==> src/rtl/mux_word_serializer_pkg.sv <==
// Shared constants and FSM encoding for the mux word serializer.
//   SER_W : word width fed to the 8:1 mux
//   SEL_W : mux select width
//   state_t : two-state serializer FSM (idle / sending a word)
package mux_word_serializer_pkg;

   localparam int SER_W = 8;
   localparam int SEL_W = 3;

   typedef enum logic {
      ST_IDLE = 1'b0,
      ST_SEND = 1'b1
   } state_t;

endpackage

==> src/rtl/mux_word_serializer_mux.sv <==
// eight_one_mux: the 8:1 bit selector of the downstream datapath.
//   in  : 8-bit data word
//   sel : bit index
//   y   : in[sel]
module eight_one_mux (
   input  logic [7:0] in,
   input  logic [2:0] sel,
   output logic       y
);

   assign y = in[sel];

endmodule

==> src/rtl/mux_word_serializer.sv <==
// mux_word_serializer: parallel-to-serial sequencer around eight_one_mux.
// Accepts 8-bit words on a valid/ready handshake, holds the word on mux_in and
// walks sel from S to E, presenting one bit per accepted output beat.
//   clk, rst_n         : clock, async active-low reset
//   in_valid/in_ready  : upstream word handshake, in_data is the word
//   flush              : synchronous abort of the word in flight
//   mux_in, sel        : held word and bit index, wired to the mux
//   ser_bit            : mux output, mux_in[sel]
//   out_valid/out_ready: downstream bit handshake, out_last marks bit E
module mux_word_serializer
   import mux_word_serializer_pkg::*;
#(
   parameter bit MSB_FIRST = 1'b0
) (
   input  logic             clk,
   input  logic             rst_n,
   input  logic             in_valid,
   output logic             in_ready,
   input  logic [SER_W-1:0] in_data,
   input  logic             flush,
   output logic [SER_W-1:0] mux_in,
   output logic [SEL_W-1:0] sel,
   output logic             ser_bit,
   output logic             out_valid,
   input  logic             out_ready,
   output logic             out_last
);

   localparam logic [SEL_W-1:0] SEL_S = MSB_FIRST ? SEL_W'(SER_W-1) : '0;
   localparam logic [SEL_W-1:0] SEL_E = MSB_FIRST ? '0 : SEL_W'(SER_W-1);

   state_t state_q, state_d;
   logic   accept, xfer;

   assign out_valid = (state_q == ST_SEND);
   assign out_last  = out_valid & (sel == SEL_E);
   // Accepting on the last-bit transfer removes the idle bubble between words.
   assign in_ready  = ~out_valid | (out_last & out_ready & ~flush);
   assign accept    = in_valid & in_ready & ~flush;
   assign xfer      = out_valid & out_ready;

   always_comb begin
      state_d = state_q;
      if (flush)
         state_d = ST_IDLE;
      else if (accept)
         state_d = ST_SEND;
      else if (xfer && out_last)
         state_d = ST_IDLE;
   end

   always_ff @(posedge clk or negedge rst_n) begin
      if (!rst_n)
         state_q <= ST_IDLE;
      else
         state_q <= state_d;
   end

   // Word and index hold on flush and after the last bit; only an accept
   // reloads them, so sel never wraps past E.
   always_ff @(posedge clk or negedge rst_n) begin
      if (!rst_n) begin
         mux_in <= '0;
         sel    <= '0;
      end else if (accept) begin
         mux_in <= in_data;
         sel    <= SEL_S;
      end else if (xfer && !out_last && !flush) begin
         sel <= MSB_FIRST ? sel - SEL_W'(1) : sel + SEL_W'(1);
      end
   end

   eight_one_mux u_mux (
      .in  (mux_in),
      .sel (sel),
      .y   (ser_bit)
   );

endmodule

==> config.mk <==
export PLATFORM = sky130hd
export DESIGN_NAME = mux_word_serializer
export DESIGN_NICKNAME = d
export VERILOG_FILES = /design/src/rtl/mux_word_serializer_pkg.sv /design/src/rtl/mux_word_serializer_mux.sv /design/src/rtl/mux_word_serializer.sv
export SDC_FILE = /design/constraint.sdc
export NUM_CORES = 1
export LEC_CHECK = 0
export CAP_MARGIN = 25
export CORE_UTILIZATION = 35
export DETAILED_ROUTE_END_ITERATION = 7
export PLACE_DENSITY = 0.7
export SLEW_MARGIN = 10
export SYNTH_ARGS = -nofsm -noshare
export SYNTH_HDL_FRONTEND = slang
export SYNTH_HIERARCHICAL = 1
export SYNTH_SLANG_ARGS = --single-unit
==> constraint.sdc <==
create_clock -name clk -period 2.1 [get_ports clk]
set_clock_uncertainty 0.1 [all_clocks]
set_input_delay 0.525 -clock clk [delete_from_list [all_inputs] [get_ports clk]]
set_output_delay 0.525 -clock clk [all_outputs]
set_load 0.02 [all_outputs]
==> impl_metrics.py <==
metrics = {
    "floorplanning": {
        "fp.dieArea_um2": 1860,
        "rows": 14,
        "core_area_um2": 1540,
        "die_x_um": 43.1,
        "io_pins": 28,
        "fp.dieH_um": 43.1,
        "initial_core_util": 0.384,
    },
    "placed_design": {
        "dp_slack_ns": -0.269,
        "portBuffers": 27,
        "dp_cells": 98,
        "gp_congestion": 0.716,
        "placed_area_um2": 991,
    },
    "sta": {
        "max_freq_mhz": 447,
        "finalCriticalPeriod_ns": 2.24,
        "layout_setup_ws_ns": -0.139,
        "drv_slew": 0,
        "hold_viol_final": 0,
        "fin_crit_sh": 1.07,
        "rsz0062_at_grt": "true",
        "slew_headroom": 0.637,
        "tightest_slew_ns": 0.543,
        "final-setup-viol-count": 3,
    },
    "global_routing": {
        "grt_max_degree": 13,
        "grt_pass1_vias": 541,
        "grt_use_total": 0.169,
        "gr-total-overflow": 0,
        "grt_pass1_wl_um": 2210,
        "antenna_found_initial": 0,
    },
    "route": {
        "route.vias.total": 488,
        "wl_per_cell_um": 13.0,
        "drc": 0,
        "firstDrtPassIters": 3,
        "wirelength_um": 1350,
        "avgViaCountPerCell": 4.69,
        "dr.first_iter.drc_count": 3,
        "antenna_left": 0,
    },
    "outcome": {
        "failed_checks": "setup timing",
        "status": "finished, violations left",
    },
    "cts": {
        "cts_sinks": 12,
        "clock_latency_ns": 0.27,
        "clock_path_buffers": 2,
        "ctsHoldBuffers": 0,
        "numCtsBuffers": 3,
        "clk_pin_slew_ns": 0.07,
        "h-tree-depth": 1,
        "cts_root_buffer": "clkbuf_4",
        "cts_tree": "yes",
    },
    "cells_and_area": {
        "nets": 104,
        "drive_gt1_frac": 0.466,
        "design_area_um2": 1070,
        "stdcell_count": 104,
        "areaGrowthSynthToFinish_pct": 80.3,
        "antenna_cells": 0,
        "final_util": 0.692,
    },
    "synth": {
        "yosysMostFrequentCell": "dfrtp_1",
        "synth.area.top_cells": "dfrtp_1 (51%), mux2_2 (17%), mux4_1 (8.9%)",
        "synth_area_leader_cell": "dfrtp_1",
        "synth-seq-cells": 12,
        "synth_area_um2": 592,
        "synth_top_area_share": 0.507,
        "syn_area_per_cell_um2": 14.8,
        "synth_edf_count": 0,
        "syn_inst": 40,
        "synth_common_cells": "dfrtp_1 (12), mux2_2 (9), nor2_1 (5)",
        "yosys_warnings": 6,
        "synth.yosys.seq_area_share": 0.507,
        "synthArstFlopShare": 1.00,
        "syn_nets": 55,
        "synthDistinctLibCells": 14,
        "synth-main-ff-cell": "dfrtp_1",
    },
    "critical_path": {
        "crit_type": "reg -> out",
        "setup.worst_path.end_class": "output pin",
        "arrival_ns": 1.61,
        "cp-start-kind": "flip-flop",
        "crit_required_ns": 1.47,
        "cp_max_fo": 3,
    },
    "power_and_ir_drop": {
        "p_leak_nw": 0.473,
        "power_density_nw_per_um2": 809,
        "irDropWorstVdd_v": 0.000658,
    },
    "flow_run": {
        "cap_violations": 0,
    },
    "worst_hold_path": {
        "hold_class": "in -> async",
    },
}
[routing by layer]
metal  vias up  track usage  wire [um]
li1        239            -          -
met1       223        0.193        576
met2        22        0.281        661
met3         4       0.0255         80
met4         0        0.121         31
met5         -            0          0
[flip-flops by register name, summed over array words and instances, names as in the netlist]
register	count
mux_in	8
sel	3
out_valid	1
[worst paths after layout]
kind                                 from  cells past startpoint  slack, ns   endpoint
worst max-delay path               sel[0]                      3      -0.14    ser_bit
worst min-delay path                rst_n                      1       0.50     sel[0]
worst max register to register     sel[0]                      9       0.11  mux_in[1]
worst min register to register  mux_in[4]                      2       0.51  mux_in[4]
max in group asynchronous           rst_n                      1       1.04     sel[2]
min in group clk                mux_in[4]                      2       0.51  mux_in[4]
[timing repair]
action,CTS,global route
pin swaps,1,0
gates resized for setup,23,3
buffers inserted,2,0
endpoints found under the setup margin,3,12
cloned,0,0
endpoints found under the hold margin,0,0
[through the flow]
step / hold WS [ns] / setup TNS (ns) / power (mW)
after floorplan: 0.129 / 0 / 0.447
after global placement: 0.484 / -0.627 / 0.644
after detailed placement: 0.492 / -0.743 / 0.651
after CTS: 0.507 / -0.395 / 0.867
after global routing: 0.537 / -0.474 / 0.909
final: 0.505 / -0.280 / 0.863
[final cells by class]
type,instances,area [um2]
clock buffer,4,36.3
fill,116,474
multi-input combinational,27,302
sequential,12,300
tap,16,20.0
timing repair buffer,45,409
[logic make-up (layout without fill, tap and decap cells)]
group,Yosys count,after routing,synth area share
muxes,13,13,0.294
DFF,12,12,0.507
and+or+nand+nor,10,10,0.104
adders and majority gates,2,2,0.0423
AOI/OAI and AO/OA,1,1,0.0190
xor gates and xnor gates,1,1,0.0148
buffers and inverters,1,49,0.0190
[power breakdown]
part | internal (mW) | switching (mW) | leakage, nW
combinational | 0.233 | 0.150 | 0.305
sequential | 0.270 | 0.0298 | 0.147
clock | 0.105 | 0.0747 | 0.0210
[layout by cell type (no fill, tap or decap)]
master / instances
buf_2: 1
mux2_4: 1
buf_6: 4
and4bb_2: 1
dlygate4sd2_1: 1
nor2_1: 5
buf_4: 16
xnor2_1: 1
mux4_2: 2
nand3b_1: 1
mux2_2: 8
and2_1: 1
nor3b_2: 1
clkdlybuf4s50_1: 23
dfrtp_1: 12
mux2i_1: 2
nand2_1: 1
ha_4: 2
clkbuf_4: 3
clkbuf_8: 1
a21boi_2: 1
[worst max-delay path, cell delays in order (launching register included)]
cell	delay, ns
dfrtp_1	0.42
mux4_2	0.52
mux2_4	0.27
buf_6	0.13
Power figures use the tool's default switching activity.
